--- src/rtl/uart_cfg_arbiter.sv ---
// uart_cfg_arbiter
//
// Shares the single register port of uart_regs between two requesters:
//   - a host pass-through for single register reads and writes, and
//   - an autonomous configuration sequencer that programs DLL/DLM (with DLAB
//     set), then LCR, FCR, MCR and IER, as seven back-to-back writes.
// A configuration request always wins arbitration in IDLE. A request that
// arrives while a host access is in flight is remembered in 'pend' and run in
// the next IDLE cycle. The host is stalled while a sequence runs.
//
// Ports:
//   clk, wb_rst_i        clock, asynchronous active-high reset
//   cfg_start            single-cycle request to run the configuration sequence
//   cfg_dl/lcr/fcr/      configuration values, sampled when the request is taken
//   mcr/ier
//   cfg_busy             request accepted, pending or running
//   cfg_done             one-cycle pulse when the sequence completes
//   h_req/h_we/h_addr/   host access request (held until h_ack)
//   h_wdat
//   h_ack, h_rdat        host completion pulse and last read data
//   reg_addr/reg_wdat/   register port towards uart_regs (strobes are
//   reg_we/reg_re        single-cycle pulses)
//   reg_rdat             registered read data from uart_regs
//
// Every output is a flop. The next-state logic runs one step ahead, and the
// outputs that belong to a state are registered on the same edge that enters
// that state, so the strobes line up with the state they belong to.

module uart_cfg_arbiter #(
    parameter int ADDR_W = 3
) (
    input  logic              clk,
    input  logic              wb_rst_i,
    input  logic              cfg_start,
    input  logic [15:0]       cfg_dl,
    input  logic [7:0]        cfg_lcr,
    input  logic [1:0]        cfg_fcr,
    input  logic [4:0]        cfg_mcr,
    input  logic [3:0]        cfg_ier,
    output logic              cfg_busy,
    output logic              cfg_done,
    input  logic              h_req,
    input  logic              h_we,
    input  logic [ADDR_W-1:0] h_addr,
    input  logic [7:0]        h_wdat,
    output logic              h_ack,
    output logic [7:0]        h_rdat,
    output logic [ADDR_W-1:0] reg_addr,
    output logic [7:0]        reg_wdat,
    output logic              reg_we,
    output logic              reg_re,
    input  logic [7:0]        reg_rdat
);

    localparam logic [3:0] IDLE   = 4'd0;
    localparam logic [3:0] H_WR   = 4'd1;
    localparam logic [3:0] H_RD   = 4'd2;
    localparam logic [3:0] H_RDW  = 4'd3;
    localparam logic [3:0] H_RDC  = 4'd4;
    localparam logic [3:0] C_DLAB = 4'd5;
    localparam logic [3:0] C_DLL  = 4'd6;
    localparam logic [3:0] C_DLM  = 4'd7;
    localparam logic [3:0] C_LCR  = 4'd8;
    localparam logic [3:0] C_FCR  = 4'd9;
    localparam logic [3:0] C_MCR  = 4'd10;
    localparam logic [3:0] C_IER  = 4'd11;
    localparam logic [3:0] C_DONE = 4'd12;

    // uart_regs register addresses used by the sequencer
    localparam logic [ADDR_W-1:0] ADDR_TR = ADDR_W'(0);
    localparam logic [ADDR_W-1:0] ADDR_IE = ADDR_W'(1);
    localparam logic [ADDR_W-1:0] ADDR_FC = ADDR_W'(2);
    localparam logic [ADDR_W-1:0] ADDR_LC = ADDR_W'(3);
    localparam logic [ADDR_W-1:0] ADDR_MC = ADDR_W'(4);

    logic [3:0]  state, state_nxt;
    logic        pend, pend_nxt;
    logic        host_busy;
    logic        capture;

    // Shadow copies of the configuration. sh_lcr keeps bit 7 forced to zero
    // so the DLAB bit only ever comes from the sequencer.
    logic [15:0] sh_dl, dl_nxt;
    logic [7:0]  sh_lcr, lcr_nxt;
    logic [1:0]  sh_fcr, fcr_nxt;
    logic [4:0]  sh_mcr, mcr_nxt;
    logic [3:0]  sh_ier, ier_nxt;

    logic              we_nxt, re_nxt, ack_nxt, done_nxt, busy_nxt;
    logic [ADDR_W-1:0] addr_nxt;
    logic [7:0]        wdat_nxt;

    // Next-state and arbitration. A configuration request seen during a host
    // access is parked in pend; one seen during a running sequence is dropped.
    always_comb begin
        state_nxt = state;
        pend_nxt  = pend;
        host_busy = (state == H_WR) || (state == H_RD) ||
                    (state == H_RDW) || (state == H_RDC);
        capture   = cfg_start && ((state == IDLE) || host_busy);

        case (state)
            IDLE: begin
                if (cfg_start || pend) begin
                    state_nxt = C_DLAB;
                    pend_nxt  = 1'b0;
                end else if (h_req) begin
                    state_nxt = h_we ? H_WR : H_RD;
                end
            end
            H_WR:    state_nxt = IDLE;
            H_RD:    state_nxt = H_RDW;
            H_RDW:   state_nxt = H_RDC;
            H_RDC:   state_nxt = IDLE;
            C_DLAB:  state_nxt = C_DLL;
            C_DLL:   state_nxt = C_DLM;
            C_DLM:   state_nxt = C_LCR;
            C_LCR:   state_nxt = C_FCR;
            C_FCR:   state_nxt = C_MCR;
            C_MCR:   state_nxt = C_IER;
            C_IER:   state_nxt = C_DONE;
            C_DONE:  state_nxt = IDLE;
            default: state_nxt = IDLE;
        endcase

        if (host_busy && cfg_start) begin
            pend_nxt = 1'b1;
        end

        dl_nxt  = capture ? cfg_dl                 : sh_dl;
        lcr_nxt = capture ? (cfg_lcr & 8'h7F)      : sh_lcr;
        fcr_nxt = capture ? cfg_fcr                : sh_fcr;
        mcr_nxt = capture ? cfg_mcr                : sh_mcr;
        ier_nxt = capture ? cfg_ier                : sh_ier;
    end

    // Output values for the state being entered. Address and data keep their
    // previous values unless the new state issues an access.
    always_comb begin
        we_nxt   = 1'b0;
        re_nxt   = 1'b0;
        ack_nxt  = 1'b0;
        done_nxt = 1'b0;
        addr_nxt = reg_addr;
        wdat_nxt = reg_wdat;

        case (state_nxt)
            H_WR: begin
                we_nxt   = 1'b1;
                ack_nxt  = 1'b1;
                addr_nxt = h_addr;
                wdat_nxt = h_wdat;
            end
            H_RD: begin
                re_nxt   = 1'b1;
                addr_nxt = h_addr;
            end
            H_RDC:  ack_nxt = 1'b1;
            C_DLAB: begin
                we_nxt   = 1'b1;
                addr_nxt = ADDR_LC;
                wdat_nxt = lcr_nxt | 8'h80;
            end
            C_DLL: begin
                we_nxt   = 1'b1;
                addr_nxt = ADDR_TR;
                wdat_nxt = dl_nxt[7:0];
            end
            C_DLM: begin
                we_nxt   = 1'b1;
                addr_nxt = ADDR_IE;
                wdat_nxt = dl_nxt[15:8];
            end
            C_LCR: begin
                we_nxt   = 1'b1;
                addr_nxt = ADDR_LC;
                wdat_nxt = lcr_nxt;
            end
            C_FCR: begin
                // Bits 2:1 reset both FIFOs while the trigger level is set.
                we_nxt   = 1'b1;
                addr_nxt = ADDR_FC;
                wdat_nxt = {fcr_nxt, 6'b000110};
            end
            C_MCR: begin
                we_nxt   = 1'b1;
                addr_nxt = ADDR_MC;
                wdat_nxt = {3'b000, mcr_nxt};
            end
            C_IER: begin
                we_nxt   = 1'b1;
                addr_nxt = ADDR_IE;
                wdat_nxt = {4'b0000, ier_nxt};
            end
            C_DONE: done_nxt = 1'b1;
            default: ;
        endcase

        busy_nxt = pend_nxt || ((state_nxt >= C_DLAB) && (state_nxt <= C_IER));
    end

    // State, shadow registers and all registered outputs. h_rdat captures the
    // read data in H_RDW, the cycle after reg_re, because uart_regs registers
    // its read data.
    always_ff @(posedge clk or posedge wb_rst_i) begin
        if (wb_rst_i) begin
            state    <= IDLE;
            pend     <= 1'b0;
            sh_dl    <= '0;
            sh_lcr   <= '0;
            sh_fcr   <= '0;
            sh_mcr   <= '0;
            sh_ier   <= '0;
            reg_we   <= 1'b0;
            reg_re   <= 1'b0;
            reg_addr <= '0;
            reg_wdat <= '0;
            h_ack    <= 1'b0;
            h_rdat   <= '0;
            cfg_done <= 1'b0;
            cfg_busy <= 1'b0;
        end else begin
            state    <= state_nxt;
            pend     <= pend_nxt;
            sh_dl    <= dl_nxt;
            sh_lcr   <= lcr_nxt;
            sh_fcr   <= fcr_nxt;
            sh_mcr   <= mcr_nxt;
            sh_ier   <= ier_nxt;
            reg_we   <= we_nxt;
            reg_re   <= re_nxt;
            reg_addr <= addr_nxt;
            reg_wdat <= wdat_nxt;
            h_ack    <= ack_nxt;
            cfg_done <= done_nxt;
            cfg_busy <= busy_nxt;
            if (state == H_RDW) begin
                h_rdat <= reg_rdat;
            end
        end
    end

endmodule
--- config.mk ---
export PLATFORM = sky130hd
export DESIGN_NAME = uart_cfg_arbiter
export DESIGN_NICKNAME = d
export VERILOG_FILES = /design/src/rtl/uart_cfg_arbiter.sv
export SDC_FILE = /design/constraint.sdc
export NUM_CORES = 1
export LEC_CHECK = 0
export ABC_AREA = 1
export BUFFER_PORTS_ARGS = -buffer_cell sky130_fd_sc_hd__buf_2
export CAP_MARGIN = 10
export CORE_MARGIN = 3
export CORE_UTILIZATION = 51
export CTS_CLUSTER_SIZE = 16
export DETAILED_ROUTE_END_ITERATION = 16
export PLACE_DENSITY = 0.87
export SYNTH_ARGS = -nofsm -noshare
export SYNTH_HDL_FRONTEND = slang
export SYNTH_SLANG_ARGS = --single-unit
export TNS_END_PERCENT = 50
--- constraint.sdc ---
create_clock -name clk -period 3.55 [get_ports clk]
set_input_delay 0.71 -clock clk [delete_from_list [all_inputs] [get_ports clk]]
set_output_delay 0.71 -clock clk [all_outputs]
set_load 0.1 [all_outputs]
==> out/qor.csv <==
metric;value;unit
viasPerCell;5.07;
io_pins;83;
crit_start;state[3];
synth_compound_area_share;4.08;%
clockBufferDepth;2;
fin_skew;0.0110;ns
die_h;85.5;um
grt_remaining_overflow;0;
hold_violations;0;
ys_seq_elements;64;
place_hpwl;5710;um
maxCapViolations;0;
yosys.area_share.simple;34.4;%
synth_fa_ha_area_share;0;%
syn_area;3220;um2
clk_latency;0.35;ns
die_area;7310;um2
synth_cell_type_count;27;
syn_avg_cell_area;7.69;um2
slew_headroom;50.0;%
period_minus_slack;2.25;ns
crit_required;3.78;ns
antenna_found_initial;0;
cts_resized;0;
crit_path_end_kind;flip-flop;
r2r-start;state[3];
cts_made_buffers;9;
critPathMaxFanout;23;
drtIter0Drc;192;
tightest_slew;0.748;ns
grt_max_degree;40;
final_nets;564;
ant_nets;0;
synthCells;419;
fillerInstances;521;
path_class;reg2reg;
critPathArrivalTime;2.48;ns
grt.total_usage;23.0;%
fmax;445;MHz
yosysWarnings;0;
holdBufCountCts;0;
status;finished, final reports clean;
start_util;53.5;%
final_layout_size_suffix_gt1_share;23.6;%
grt_pass1_vias;2973;
syn-num-nets;478;
slew_violations;0;
startpoint_type;flip-flop;
grt_pass1_wl;13200;um
htreeDepth;3;
place.gp.congestion;0.846;
clkTransAtPathRegs;0.07;ns
diodes;0;
timing.final.crit_share;63.3;%
setup_viol;0;
synthXorXnorAreaFrac;0;%
io_buffers;81;
vias;2963;
yosysSeqAreaShare;49.7;%
numClockSinks;64;
die_x;85.5;um
dr.pass1.iters;5;
rows;28;
synth_top_family_by_area;simple AND/OR/NAND/NOR gates;
drc;0;
ctsRootBufferMaster;clkbuf_8;
post_cts_buffers;0;
hold_class;in2async;
r2r_cells;12;
rsz0062_at_grt;no;
syn2layout_area_growth;19.9;%
core_area;6030;um2
muxShareOfSynthArea;2.80;%
cts_tree;built;
drt-total-wl;7820;um
wl_per_cell;13.4;um
final.setup.tns;0;ns
-- registers in the layout, indices dropped and copies added (netlist names) --
register	cells
cfg_busy	1
cfg_done	1
h_ack	1
h_rdat	8
pend	1
reg_addr	3
reg_re	1
reg_wdat	8
reg_we	1
sh_dl	16
sh_fcr	2
sh_ier	4
sh_lcr	8
sh_mcr	5
state	4
-- path summary, 6_finish.rpt --
path / endpoint / slack [ns]
setup / recovery: reg_wdat[3] / 1.30
hold / removal: sh_dl[12] / 0.41
setup reg to reg: reg_wdat[3] / 1.30
hold reg to reg: sh_dl[6] / 0.47
max in group asynchronous: h_rdat[2] / 2.23
min in group clk: sh_dl[6] / 0.47
-- metal layers --
layer / GRT usage (%) / vias up / routed length [um] / part of all wire [%]
met2: 37.7 / 136 / 3790 / 48
met3: 6.31 / 19 / 626 / 8.0
met5: 0 / - / 0 / 0
met1: 29.9 / 1355 / 3260 / 42
met4: 6.62 / 0 / 148 / 1.9
li1: - / 1453 / - / -
-- placed cells by master (no fill, tap or decap), drive strengths merged --
cell and n:
a21oi 1, and2 15, buf 83, bufinv 1, clkbuf 12, clkinv 1, clkinvlp 1, dfrtp 64
inv 61, mux2 8, nand2 167, nand3 41, nand3b 2, nand4 2, nor2 28, nor3 1
o211ai 2, o21a 2, o21ai 14, o21bai 2, o31ai 1
-- final cells by class --
cell class	count	area [um2]	area share, %
Clock inverter	3	42.5	1.10
Clock buffer	12	145	3.76
Inverter	61	229	5.93
Multi-Input combinational cell	286	1330	34.4
Sequential cell	64	1600	41.5
Timing Repair Buffer	83	420	10.9
Tap cell	75	93.8	2.43
-- Yosys cell counts --
cell	number	share of area (%)
a21oi_1	1	0.16
and2_1	15	2.9
buf_2	4	0.62
buf_4	1	0.23
buf_6	3	1.0
dfrtp_1	64	50
inv_1	57	6.6
inv_2	4	0.47
mux2_2	8	2.8
nand2_1	162	19
nand2_2	4	0.78
nand2_4	1	0.35
nand3_1	38	5.9
nand3_2	2	0.62
nand3_4	1	0.54
nand3b_1	2	0.47
nand4_1	2	0.39
nor2_1	26	3.0
nor2_2	2	0.39
nor3_1	1	0.16
o211ai_1	2	0.47
o21a_1	2	0.47
o21ai_0	8	1.2
o21ai_1	5	0.78
o21ai_2	1	0.27
o21bai_1	2	0.47
o31ai_1	1	0.23
-- worst max-delay path, cell delays in order, from the launching register on --
cell and delay [ns]:
dfrtp_1 0.42, nor2_2 0.23, o21ai_0 0.16, nand3_2 0.12
nand2_1 0.45, nand2_1 0.20, nand2_1 0.09, nand2_1 0.06
nand2_1 0.05, nor2_1 0.16, nand2_1 0.08, nand2_1 0.06
nand2_1 0.05
-- kinds of logic after synthesis --
| group | count (synthesis) |
|---|---|
| mux | 8 |
| flops | 64 |
| simple gates | 256 |
| buf+inv | 69 |
| compound gates | 22 |
-- stage by stage --
stage               std cells  util (%)  hold slack [ns]  setup WS (ns)  cell area [um2]
finish                    584      64.1            0.408           1.30             3860
global route              584      64.1            0.446           1.05             3860
CTS                       584      64.1            0.426           1.32             3860
detailed placement        569      61.0            0.457           1.24             3670
global placement          569      61.0            0.451           1.31             3670
floorplan                 419         -            0.438           1.24             3220
Power is left out: the tool's default activity adds up to more than one toggle a clock period on the data nets, which glitch-free logic cannot reach.
